===== src/rtl/uart_tx_fifo_pkg.sv =====
// Shared definitions for the UART TX buffer.
//   UART_DATA_W      entry width, taken from the existing `DATA_WIDTH define
//   UART_FIFO_DEPTH  default number of entries
//   fifo_aw()        address width helper for a power-of-2 depth
`ifndef DATA_WIDTH
`define DATA_WIDTH 8
`endif

package uart_tx_fifo_pkg;

    localparam int UART_DATA_W     = `DATA_WIDTH;
    localparam int UART_FIFO_DEPTH = 16;

    function automatic int fifo_aw(input int depth);
        return $clog2(depth);
    endfunction

endpackage


===== src/rtl/uart_fifo_mem.sv =====
// Storage array for the UART TX buffer: one synchronous write port and one
// asynchronous read port, so it maps onto distributed RAM.
// Ports:
//   clk    system clock
//   we     write enable
//   waddr  write address
//   wdata  write data
//   raddr  read address
//   rdata  read data, combinational from raddr
module uart_fifo_mem #(
    parameter int DATA_W = 8,
    parameter int DEPTH  = 16,
    parameter int AW     = 4
) (
    input  logic              clk,
    input  logic              we,
    input  logic [AW-1:0]     waddr,
    input  logic [DATA_W-1:0] wdata,
    input  logic [AW-1:0]     raddr,
    output logic [DATA_W-1:0] rdata
);

    logic [DATA_W-1:0] mem [DEPTH];

    // No reset on the array: contents survive reset and are simply ignored
    // until pointers move past them again.
    always_ff @(posedge clk) begin
        if (we) begin
            mem[waddr] <= wdata;
        end
    end

    assign rdata = mem[raddr];

endmodule


===== src/rtl/uart_tx_fifo.sv =====
// TX buffer between the IO write path and the UART transmitter.
// First-word-fall-through: the head entry is always on rd_data. One entry is
// popped per rising edge of the transmitter's level read strobe rd_req.
// Ports:
//   clk          system clock
//   reset        synchronous, active-high
//   wr_en        push request, one cycle per byte
//   wr_data      byte to push
//   rd_req       transmitter read strobe (level; pops on 0->1)
//   ovf_clr      clears the sticky overflow/underflow flags
//   rd_data      head entry (don't-care while empty)
//   empty        no entries
//   full         count == DEPTH
//   almost_full  count >= AF_LVL
//   count        occupancy, 0..DEPTH
//   overflow     sticky: push dropped because the buffer was full
//   underflow    sticky: pop edge seen while empty
module uart_tx_fifo
    import uart_tx_fifo_pkg::*;
#(
    parameter int DATA_W = UART_DATA_W,
    parameter int DEPTH  = UART_FIFO_DEPTH,
    parameter int AF_LVL = DEPTH - 2
) (
    input  logic                       clk,
    input  logic                       reset,
    input  logic                       wr_en,
    input  logic [DATA_W-1:0]          wr_data,
    input  logic                       rd_req,
    input  logic                       ovf_clr,
    output logic [DATA_W-1:0]          rd_data,
    output logic                       empty,
    output logic                       full,
    output logic                       almost_full,
    output logic [fifo_aw(DEPTH):0]    count,
    output logic                       overflow,
    output logic                       underflow
);

    localparam int AW = fifo_aw(DEPTH);

    localparam logic [AW:0] ONE      = 1;
    localparam logic [AW:0] CNT_FULL = DEPTH[AW:0];
    localparam logic [AW:0] CNT_AF   = AF_LVL[AW:0];

    // Pointers carry one extra wrap bit and roll over mod 2*DEPTH.
    logic [AW:0] wr_ptr;
    logic [AW:0] rd_ptr;
    logic [AW:0] count_n;
    logic        rd_q;
    logic        pop;
    logic        push_ok;
    logic        pop_ok;
    logic        ovf_set;
    logic        udf_set;

    assign pop     = rd_req & ~rd_q;
    // A pop in the same cycle frees a slot, so a push into a full buffer is
    // still accepted when it coincides with a pop edge.
    assign push_ok = wr_en & (~full | pop);
    assign pop_ok  = pop & ~empty;
    assign ovf_set = wr_en & full & ~pop;
    assign udf_set = pop & empty;

    always_comb begin
        count_n = count;
        if (push_ok && !pop_ok) begin
            count_n = count + ONE;
        end else if (!push_ok && pop_ok) begin
            count_n = count - ONE;
        end
    end

    always_ff @(posedge clk) begin
        if (reset) begin
            wr_ptr      <= '0;
            rd_ptr      <= '0;
            count       <= '0;
            empty       <= 1'b1;
            full        <= 1'b0;
            almost_full <= 1'b0;
            overflow    <= 1'b0;
            underflow   <= 1'b0;
            rd_q        <= 1'b0;
        end else begin
            rd_q <= rd_req;
            if (push_ok) begin
                wr_ptr <= wr_ptr + ONE;
            end
            if (pop_ok) begin
                rd_ptr <= rd_ptr + ONE;
            end
            count       <= count_n;
            empty       <= (count_n == '0);
            full        <= (count_n == CNT_FULL);
            almost_full <= (count_n >= CNT_AF);
            // Set wins over a clear in the same cycle.
            overflow    <= ovf_set | (overflow & ~ovf_clr);
            underflow   <= udf_set | (underflow & ~ovf_clr);
        end
    end

    uart_fifo_mem #(
        .DATA_W (DATA_W),
        .DEPTH  (DEPTH),
        .AW     (AW)
    ) u_mem (
        .clk   (clk),
        .we    (push_ok),
        .waddr (wr_ptr[AW-1:0]),
        .wdata (wr_data),
        .raddr (rd_ptr[AW-1:0]),
        .rdata (rd_data)
    );

endmodule


===== config.mk =====
export PLATFORM = sky130hd
export DESIGN_NAME = uart_tx_fifo
export DESIGN_NICKNAME = d
export VERILOG_FILES = /design/src/rtl/uart_tx_fifo_pkg.sv /design/src/rtl/uart_fifo_mem.sv /design/src/rtl/uart_tx_fifo.sv
export SDC_FILE = /design/constraint.sdc
export NUM_CORES = 1
export LEC_CHECK = 0
export ABC_AREA = 1
export BUFFER_PORTS_ARGS = -buffer_cell sky130_fd_sc_hd__buf_2
export CORE_MARGIN = 3
export CORE_UTILIZATION = 40
export DETAILED_ROUTE_END_ITERATION = 8
export PLACE_DENSITY = 0.64
export SYNTH_ARGS = -nofsm -noshare
export SYNTH_HDL_FRONTEND = slang
export SYNTH_SLANG_ARGS = --single-unit
export TNS_END_PERCENT = 30

===== constraint.sdc =====
create_clock -name clk -period 1.65 [get_ports clk]
set_input_delay 0.33 -clock clk [delete_from_list [all_inputs] [get_ports clk]]
set_output_delay 0.33 -clock clk [all_outputs]
set_load 0.005 [all_outputs]

* Word-level counts from Yosys, hierarchy flattened
Memory sizes are Yosys's and may differ from the RTL's. A register that Yosys moved wholly into a read port is not among the register bits.
Index checks and enable logic that the tools add are counted.
** Storage, ports and cells
- Register bits after elaboration :: 21
- Bits in writable memories :: 128
- Input bits :: 13
- Logic and storage cells :: 43
- Memories kept :: 1
** Memories
- u_mem.mem :: depth 16, width 8, rd ports 1, clocked after Yosys merged registers in 1, write ports 1, line uart_fifo_mem.sv:23 : logic [DATA_W-1:0] mem [DEPTH];
** Operators by class
- Add/subtract/negate cells :: 4
- $lt $le $gt $ge :: 1
- Equal/unequal tests :: 1
- Muxes and demuxes :: 6
- Bitwise operators :: 16
- Reductions and logical operators :: 5
** Operators by type and width (count)
- $add A5 B1 Y5 const B :: 3
- $mux W5 :: 2
- $and A1 B1 Y1 :: 8
- $mux W4 :: 2
- $eq A5 B5 Y1 const B :: 1
- $ge A5 B4 Y1 const B :: 1
- $logic_not A5 Y1 :: 1
- $not A1 Y1 :: 5
- $sub A5 B1 Y5 const B :: 1
- $or A1 B1 Y1 :: 3
- $logic_and A1 B1 Y1 :: 2
- $logic_not A1 Y1 :: 2
- $mux W1 :: 2

* Logic depth before layout (Yosys ltp)
Gate-level depths: netlist of run 1.
- Word-level depth :: 9
- Depth in mapped cells :: 11
- Depth with buffers taken out :: 11

* Modules after synthesis
From an unflattened synthesis of run 1, not the netlist that was laid out.
** Second synthesis, totals
- Cell total of the unflattened synthesis :: 681
- Area total of the unflattened synthesis :: 6566.3 µm²
** By module, submodules not included
- uart_fifo_mem :: times used 1, cells each 543, area each 5606.6 µm²
- uart_tx_fifo :: times used 1, cells each 138, area each 959.7 µm²

* Worst setup path after synthesis of run 1
Ideal clock, no wire load.
- Path kind :: reg2reg
- Start :: reg rd_q
- End :: mem u_mem.mem[0][0], enable pin
- Library setup time :: 370 ps
- Data arrival time :: 1254 ps
- Required time :: 1280 ps
- Setup slack :: 26 ps
- Stages on the path, launching flop included :: 8
- Buffers on the path :: 0
- Path through :: dfxtp_1 > inv_2 > nand2_2 > nand2_2 > nand2_1 > inv_1 > nand2_1 > nor2_1
** On the way
- Word-level cells in the longest chain between the ends :: 6
** Ends and longest elaborated chain
- start, declared :: line uart_tx_fifo.sv:50 : logic rd_q;
- start signal, assigned :: line uart_tx_fifo.sv:86 : rd_q <= rd_req;
- $not A1 Y1 :: line uart_tx_fifo.sv:57 : assign pop = rd_req & ~rd_q;
- $and A1 B1 Y1 :: line uart_tx_fifo.sv:57
- $or A1 B1 Y1 :: line uart_tx_fifo.sv:60 : assign push_ok = wr_en & (~full | pop);
- $and A1 B1 Y1 :: line uart_tx_fifo.sv:60
- $mux W1 :: line uart_fifo_mem.sv:28 : if (we) begin
- $mux W1 (implied by the code) :: line uart_fifo_mem.sv:29 : mem[waddr] <= wdata;
- end, declared :: line uart_fifo_mem.sv:23
No other way between the ends.

==> results.toml, run 1 <==
[clock_tree]
cts_hold_repair.buffers = 0
clock_sinks = 151
insertion_delay_ns = 0.42
path_clk_slew_ns = 0.06
cts-buffers-inserted = 17
clock_path_buffers = 2
cts_root_buf = "clkbuf_16"
setup_bufs_post_cts = 0
clock_tree_from_tritoncts = "done"
h-tree-depth = 4

[routing]
drcViolationCount = 0
wl_met3_um = 773
dr_wl_met2_mm = 6.71
detailroute.via_count = 4176
route.top_layer_used = "met4"
total_length_of_routed_wires_mm = 13.4
drt_first_pass_iters = 6
route.layer.met1.wl_mm = 5.65
viasPerCell = 5.38
detail-route-antenna-nets = 0
final_routed_wire_length_divided_by_cell_count_um = 17.3
drt_first_iter_violations = 315

[logic_synthesis]
syn-cell-area_mm2 = 0.00614
combinational_family_with_the_most_area_after_synthesis = "simple AND/OR/NAND/NOR gates"
synth.avg_cell_area_um2 = 12.1
synth_compound_gate_area_share_pct = 12.3
yosysWarningCount = 0
synthCells = 508
yosys.area_share.xor_xnor_pct = 0.428
synth_seq_area_share_pct = 70.1
synthDistinctLibCells = 29
synth-seq-cells = 151
synth.net_count = 528
synth.area.mux_share_pct = 0
synth_fa_ha_area_share_pct = 1.43
yosys.area_share.simple_pct = 12.5

[hold_path]
timing.hold.worst.class = "in2reg"

[critical_path]
worstRegToRegCells = 8
rr_endpoint = "u_mem.mem[7][6]$_DFFE_PP_"
crit_path_end = "rd_data[3]"
cp_slowest_stage_delay_ns = 0.42
timing.rr.start = "rd_q$_SDFF_PP0_"
timing.critical_path.slowest_stage_cell = "dfxtp_4"
setup.reg_to_reg.worst_slack_ns = 0.05
maximum_net_fanout_on_the_critical_path = 22
path_class = "reg2out"
timing.critical_path.required_ns = 1.32
timing.critical_path.cells = "inv_6 > buf_12 > o21ai_0 > o221ai_1 > o211ai_1 > nand2_1 > buf_2"
cp_data_arrival_time_ns = 1.71
worstSetupEndpointType = "primary output"
setup.worst_path.start_class = "flip-flop"

[layout]
area_growth_pct = 22.9
final_common_cell = "edfxtp_1"
fill_cell_instance_count_of_the_final_layout = 1264
final_design_area_no_fill_mm2 = 0.00754
final_layout_size_suffix_gt1_share_pct = 24.5
layout_common_cells = "edfxtp_1 (128), nor2_1 (85), o21ai_0 (46), nand2_1 (42), buf_4 (33)"
insertedDiodeCount = 0
num-nets-final = 600

[die]
die_h_um = 130
die_area_mm2 = 0.0169
std_cell_rows = 44
die-width_um = 130
ios = 31
start_util_pct = 41.6
floorplan.core_area_mm2 = 0.0148

[sta]
tightestPinTransition_ns = 0.414
fin_worst_skew_ns = 0.00648
hold_violations = 0
hold-worst-slack_ns = 0.178
slew_headroom_pct = 72.3
fmax_mhz = 490
period_minus_slack_ns = 2.04
timing.final.setup_violations = 8
final.setup.worst_slack_ns = -0.391
final-max-slew-violation-count = 0
final.period_utilization_pct = 124
grt_setup_unrepaired = "yes"

[placement]
buffer_ports.inserted = 30
gpl.final_weighted_congestion = 0.876
placed_cell_area_mm2 = 0.00679
dpl.hpwl_mm = 9.23
dp_slack_ns = -0.0820

[global_route]
first_global_vias = 4063
track_usage_pct = 16.7
grt_antenna_before_repair = 0
grt_pass1_wl_mm = 21.0
grt_overflow = 0
grt_start_max_net_pins = 23

[power_and_ir_drop]
power_per_cell_area_mw_per_mm2 = 1180
static-leakage-power_nw = 2.73
max-vdd-ir-drop_v = 0.000801

[status]
run_status = "finished with violations"
violations = "negative setup slack"

[flow_run]
drv_cap = 0
what timing repair did:
| item | in CTS | in global routing |
|---|---|---|
| setup endpoints to repair | 48 | 137 |
| pin swaps | 7 | 8 |
| resized for setup | 43 | 23 |
state kept, by name, summed over array words and instances, names as in the netlist, named ones only:
signal       flops
empty            1
wr_ptr           4
count            5
almost_full      1
full             1
overflow         1
u_mem.mem      128
underflow        1
rd_ptr           4
rd_q             1
per-stage QoR:
step	util, %	cells	setup TNS, ns	power (mW)
finish	51.1	776	-2.93	8.93
global route	51.1	776	-5.12	9.25
CTS	50.7	776	-3.12	8.96
detailed placement	46.0	745	-1.48	5.00
global placement	46.0	745	-0.754	4.98
floorplan	-	508	0	4.73
kinds of logic after synthesis:
family | count (synthesis)
simple gates | 173
flops | 151
compound gates | 126
buf+inv | 48
fa+ha+maj | 7
xor+xnor | 3
final cells by class:
type | instances | area [um2] | share of cell area [%]
Clock buffer | 18 | 429 | 5.69
Clock inverter | 13 | 178 | 2.36
Inverter | 23 | 91.3 | 1.21
Multi-Input combinational cell | 309 | 1700 | 22.6
Sequential cell | 151 | 4310 | 57.2
Tap cell | 184 | 230 | 3.05
Timing Repair Buffer | 78 | 597 | 7.91
worst min path at each step:
stage	to	cells after the start	slack, ns	startpoint
after floorplan	count[1]$_SDFF_PP0_	1	0.40	reset
after global placement	flip-flop	1	0.42	rd_ptr[3]$_SDFFE_PP0N_
after detailed placement	flip-flop	1	0.43	rd_ptr[3]$_SDFFE_PP0N_
after CTS	underflow$_SDFF_PP0_	4	0.17	ovf_clr
after global routing	underflow$_SDFF_PP0_	4	0.18	ovf_clr
final	underflow$_SDFF_PP0_	4	0.18	ovf_clr
per-layer routing:
metal | global-route usage [%] | up-vias
met1 | 21.2 | 2009
met5 | 0 | -
met4 | 5.87 | 0
met3 | 4.50 | 24
met2 | 27.8 | 141
li1 | - | 2002
cells in the mapped netlist:
master	n	area (um2)
inv_4	1	6.26
nor2_4	2	22.5
a21oi_2	1	8.76
inv_2	3	11.3
nand2_2	3	18.8
o21ai_0	68	340
inv_1	19	71.3
o211ai_1	9	67.6
and3_1	1	6.26
o21ai_1	2	10.0
nor2_1	95	357
buf_4	1	7.51
nor3_4	1	16.3
a21oi_1	14	70.1
nand2_1	44	165
clkbuf_2	1	5.00
xor2_1	3	26.3
buf_2	10	50.1
clkbuf_1	13	48.8
nor3_1	1	5.00
o22ai_1	9	56.3
o221ai_1	23	201
nand3_1	19	95.1
dfxtp_1	23	460
edfxtp_1	128	3840
nand4_1	3	18.8
ha_1	7	87.6
nand3_4	3	52.6
nand3b_1	1	7.51
worst max-delay path: cells and delay by family, from the launching register on:
kind | cells | cell delay [ns]
simple gates | 1 | 0.08
buf+inv | 3 | 0.36
flops | 1 | 0.42
compound gates | 3 | 0.43
power breakdown:
part	switching (mW)	internal [mW]	total, mW	leakage (nW)
Sequential	0.0520	4.21	4.26	1.35
Clock	1.44	2.51	3.96	0.290
Combinational	0.446	0.268	0.713	1.09
(Power assumes the default switching activity.)
==> run 2, diff against run 1 <==
- MAX_ROUTING_LAYER: default -> met4
==> run 2 against run 1 <==
  * Via count increased by 2.2%
  * Wire length rose by 6.4%
  * Combinational power increased by 4.9%
  * Final cell count up 0.13%
  * The flow still finishes with violations (negative setup slack)
  * Final area is 0.15% higher
  * Power decreased by 1.6%
  * Hold slack got worse by 0.020 ns
  * Non-clock buffer count stayed put
  * Die area is the same
  * Core utilization increased by 0.076 points
==> results.toml, run 2 (synthesis results as in run 1) <==
[global_route]
grt_overflow = 0
grt_start_max_net_pins = 29
first_global_vias = 4263
grt_pass1_wl_mm = 22.0
grt_antenna_before_repair = 0
track_usage_pct = 17.9

[layout]
flip_flop_count_of_the_largest_register_all_copies_and_words_added = 128
num-nets-final = 600
area_growth_pct = 23.1
final_layout_size_suffix_gt1_share_pct = 23.9
final_common_cell = "edfxtp_1"
largest_register = "u_mem.mem"
final_design_area_no_fill_mm2 = 0.00755
layout_common_cells = "edfxtp_1 (128), nor2_1 (87), o21ai_0 (52), nand2_1 (42)"
reg_top3 = "u_mem.mem (128), count (5)"
insertedDiodeCount = 0

[sta]
final.setup.worst_slack_ns = -0.434
slew_headroom_pct = 73.8
hold_violations = 0
final.period_utilization_pct = 126
grt_setup_unrepaired = "yes"
tightestPinTransition_ns = 0.392
fin_worst_skew_ns = 0.00753
timing.final.setup_violations = 8
fmax_mhz = 480
period_minus_slack_ns = 2.08
final-max-slew-violation-count = 0

[hold_path]
holdPathStages = 2
hold-path-endpoint = "count[0]$_SDFF_PP0_"
hold_path.startpoint = "reset"
timing.hold.worst.class = "in2reg"

[clock_tree]
cts-buffers-inserted = 17
clock_sinks = 151
clock_path_buffers = 2
insertion_delay_ns = 0.43
clock_tree_from_tritoncts = "done"
h-tree-depth = 4
path_clk_slew_ns = 0.06
cts_root_buf = "clkbuf_16"

[routing]
viasPerCell = 5.49
detail-route-antenna-nets = 0
drt_first_iter_violations = 329
total_length_of_routed_wires_mm = 14.3
drt_first_pass_iters = 6
final_routed_wire_length_divided_by_cell_count_um = 18.3
drcViolationCount = 0
detailroute.via_count = 4269

[status]
violations = "negative setup slack"
run_status = "finished with violations"

[die]
start_util_pct = 41.6
floorplan.core_area_mm2 = 0.0148
die_h_um = 130
die-width_um = 130
die_area_mm2 = 0.0169
std_cell_rows = 44
ios = 31

[placement]
dpl.hpwl_mm = 9.37
dp_slack_ns = -0.0454
buffer_ports.inserted = 30
gpl.final_weighted_congestion = 0.893
placed_cell_area_mm2 = 0.00678

[critical_path]
setup.worst_path.start_class = "flip-flop"
timing.rr.start = "rd_q$_SDFF_PP0_"
timing.critical_path.cells = "inv_1 > buf_6 > o21ai_0 > o221ai_1 > nand3_1 > nand2_1 > buf_2"
cp_data_arrival_time_ns = 1.75
timing.critical_path.slowest_stage_cell = "dfxtp_2"
timing.critical_path.required_ns = 1.32
rr_endpoint = "u_mem.mem[10][6]$_DFFE_PP_"
cp_slowest_stage_delay_ns = 0.33
worstSetupEndpointType = "primary output"
setup.reg_to_reg.worst_slack_ns = 0.09
path_class = "reg2out"
worstRegToRegCells = 8
maximum_net_fanout_on_the_critical_path = 13

[power_and_ir_drop]
power_per_cell_area_mw_per_mm2 = 1160
static-leakage-power_nw = 2.73
max-vdd-ir-drop_v = 0.000798

[flow_run]
drv_cap = 0
run 2: routing by layer:
metal	track usage [%]	wire length [um]	vias up
met1	22.1	6060	2064
met3	4.09	812	37
met4	7.46	306	0
met2	28.6	7070	165
met5	-	0	-
li1	-	-	2003
run 2: worst max path at each step:
| stage | from | endpoint | slack (ns) | cells past startpoint |
|---|---|---|---|---|
| floorplan | rd_q$_SDFF_PP0_ | u_mem.mem[0][0]$_DFFE_PP_ | 0.03 | 7 |
| global placement | rd_req | u_mem.mem[13][6]$_DFFE_PP_ | -0.04 | 8 |
| detailed placement | flip-flop | rd_data[2] | -0.05 | 6 |
| CTS | flip-flop | rd_data[0] | -0.41 | 7 |
| global route | flip-flop | rd_data[4] | -0.51 | 6 |
| finish | flip-flop | rd_data[5] | -0.43 | 7 |
run 2: cell type report:
class,instances,area (um2)
fill,1240,7200
sequential,151,4310
multi-input combinational,309,1710
timing repair buffer,78,636
clock buffer,19,433
tap,184,230
clock inverter,13,146
inverter,23,91.3
run 2: power breakdown:
part | switching, mW | leakage (nW) | internal [mW]
logic | 0.459 | 1.11 | 0.289
clock network | 1.54 | 0.272 | 2.24
registers | 0.0493 | 1.35 | 4.21
run 2: worst max-delay path, delay by kind of cell (launching register included):
kind            cells  cell delay [ns]
flops               1             0.33
compound gates      2             0.32
buf+inv             3             0.43
simple gates        2             0.24
run 2: timing repair:
action	in CTS	in global routing
hold buffers	0	0
setup buffers	1	0
pin swaps	7	11
setup endpoints to repair	24	138
cloned	0	2
resized for setup	22	32
run 2: metrics by stage:
step | cells | power, mW | hold WS (ns) | TNS, ns | utilization [%]
finish | 777 | 8.79 | 0.158 | -3.23 | 51.2
global route | 777 | 9.11 | 0.161 | -4.45 | 51.2
CTS | 775 | 8.79 | 0.142 | -3.15 | 50.2
detailed placement | 742 | 5.01 | 0.428 | -0.534 | 46.0
global placement | 742 | 4.99 | 0.425 | -0.518 | 46.0
floorplan | 508 | 4.73 | 0.402 | 0 | -
==> run 3, diff against run 2 <==
==> constraint.sdc (replaced) <==
create_clock -name clk -period 1.65 [get_ports clk]
set_input_delay 0.165 -clock clk [delete_from_list [all_inputs] [get_ports clk]]
set_output_delay 0.165 -clock clk [all_outputs]
set_load 0.005 [all_outputs]
==> run 3 against run 2 <==
  * The run still ends with negative setup slack left
  * Wire length increased by 14%
  * Register-to-register slack improved by 0.02 ns
  * Global-route usage increased by 2.4 points
  * Critical endpoint is now rd_data[0]
==> results.toml, run 3 (synthesis results as in run 1) <==
[sta]
final-max-slew-violation-count = 0
final.setup.worst_slack_ns = -0.384
fmax_mhz = 492
period_minus_slack_ns = 2.03
grt_setup_unrepaired = "yes"
slew_headroom_pct = 69.3
timing.final.setup_violations = 8
final.period_utilization_pct = 123
tightestPinTransition_ns = 0.461
hold_violations = 0
fin_worst_skew_ns = 0.00998

[clock_tree]
h-tree-depth = 4
cts_root_buf = "clkbuf_16"
clock_tree_from_tritoncts = "done"
clock_sinks = 151
path_clk_slew_ns = 0.06
insertion_delay_ns = 0.42
cts-buffers-inserted = 17
clock_path_buffers = 2

[power_and_ir_drop]
power.share.combinational_pct = 8.6
clock_power_share_pct = 47.2
power_per_cell_area_mw_per_mm2 = 1260
post-layout-total-power_mw = 9.66
internal_power_mw = 7.51
static-leakage-power_nw = 2.77
fraction_of_power_spent_switching_nets_pct = 22.2
seq_power_share_pct = 44.2
power_switching_mw = 2.14
max-vdd-ir-drop_v = 0.000849

[critical_path]
critical_path_cell_count = 7
setup.worst_path.start_class = "flip-flop"
worstSetupEndpointType = "primary output"
maximum_net_fanout_on_the_critical_path = 15
timing.critical_path.required_ns = 1.48
timing.critical_path.slowest_stage_cell = "dfxtp_4"
cpLargestDelayFamily = "flip-flops"
worstRegToRegCells = 8
path_class = "reg2out"
cp_slowest_stage_delay_ns = 0.46
cp_data_arrival_time_ns = 1.87
setup.reg_to_reg.worst_slack_ns = 0.11
timing.critical_path.cells = "clkinv_8 > buf_12 > nor2_4 > o221ai_1 > o211ai_1 > nand2_1 > buf_2"
cp_num_buf_inv = 3

[layout]
reg_top3 = "u_mem.mem (128), count (5)"
num-nets-final = 593
final_layout_size_suffix_gt1_share_pct = 24.2
final_common_cell = "edfxtp_1"
insertedDiodeCount = 0
fill_cell_instance_count_of_the_final_layout = 1256
flip_flop_count_of_the_largest_register_all_copies_and_words_added = 128
instances_no_fill = 770
layout.area.seq_mm2 = 0.00431
multi_input_comb_area_mm2 = 0.00174
layout_common_cells = "edfxtp_1 (128), nor2_1 (86), o21ai_0 (49), nand2_1 (40), buf_2 (30)"
area_growth_pct = 24.8
largest_register = "u_mem.mem"

[routing]
drcViolationCount = 0
drt_first_iter_violations = 609
viasPerCell = 5.73
total_length_of_routed_wires_mm = 16.3
final_routed_wire_length_divided_by_cell_count_um = 21.1
detail-route-antenna-nets = 0
drt_first_pass_iters = 5
detailroute.via_count = 4410

[status]
violations = "negative setup slack"
run_status = "finished with violations"

[placement]
dp.cells = 729
dpl.hpwl_mm = 9.89
buffer_ports.inserted = 30
gpl.final_weighted_congestion = 0.975

[hold_path]
holdPathStages = 4
timing.hold.worst.class = "in2reg"

[die]
floorplan.core_area_mm2 = 0.0148
std_cell_rows = 44
die-width_um = 130
ios = 31
start_util_pct = 41.6
die_h_um = 130
die_area_mm2 = 0.0169

[global_route]
track_usage_pct = 20.3
grt_pass1_wl_mm = 24.4
grt_start_max_net_pins = 33
first_global_vias = 4231
grt_antenna_before_repair = 0
grt_overflow = 0

[flow_run]
drv_cap = 0
-- run 3: changes by cell type in the layout (fill, tap and decap cells not counted), moves of 3 or more --
cell / previous run / this run
clkinvlp_4: 4 / 1
o21ai_1: 14 / 17
clkinv_4: 1 / 4
o221ai_2: 0 / 4
bufinv_16: 2 / 7
o221ai_1: 23 / 19
buf_6: 12 / 4
buf_4: 30 / 27
o21ai_0: 52 / 49
-- run 3: worst reg2reg max path: stages (launching register included) --
cell	delay, ns
dfxtp_1	0.34
inv_2	0.07
nand2_2	0.06
nand2_2	0.10
nand2_2	0.09
inv_2	0.14
nand2_2	0.14
nor2_1	0.13
buf_4	0.19
-- run 3: per-layer routing --
metal	track usage, %	share of wire, %	vias up
met5	-	0	-
met4	6.54	1.9	0
met3	5.36	10	28
met2	30.4	46	283
met1	27.1	42	2112
li1	-	-	1987
-- run 3: cell type report --
cell class | count | area share [%]
multi-input cells | 309 | 22.7
clock inverters | 15 | 3.58
inverters | 23 | 1.29
repair inverters | 2 | 0.229
clock buffers | 17 | 5.55
flip-flops and latches | 151 | 56.3
well taps | 184 | 3.01
repair buffers | 69 | 7.42
-- run 3: final timing paths --
check | from | endpoint
min | ovf_clr | overflow$_SDFF_PP0_
max | flip-flop | rd_data[0]
min reg2reg | rd_ptr[3]$_SDFFE_PP0N_ | rd_ptr[3]$_SDFFE_PP0N_
max reg2reg | rd_q$_SDFF_PP0_ | u_mem.mem[5][6]$_DFFE_PP_
-- run 3: power by group through the flow --
stage          Combinational [mW]  Sequential [mW]  Clock, mW
6_report                    0.834             4.27       4.56
5_1_grt                     0.911             4.27       4.80
4_1_cts                     0.737             4.26       4.61
3_5_place_dp                0.710             4.33          0
3_3_place_gp                0.691             4.33          0
2_1_floorplan               0.416             4.32          0
-- run 3: what timing repair did --
action,CTS,global route
setup buffers,0,3
setup endpoints to repair,56,84
pin swaps,6,19
hold buffers,0,0
resized for setup,16,43
gates cloned,1,6
-- run 3: metrics by stage --
step	setup slack, ns	hold slack, ns	TNS (ns)	instance area (um2)	utilization (%)
global placement	0.0331	0.429	0	6700	45.4
global route	-0.435	0.0161	-3.36	7660	51.9
CTS	-0.352	0.000422	-2.74	7460	50.5
floorplan	0.0255	0.237	0	6140	-
detailed placement	-0.0180	0.429	-0.147	6700	45.4
finish	-0.384	0.0131	-2.89	7660	51.9
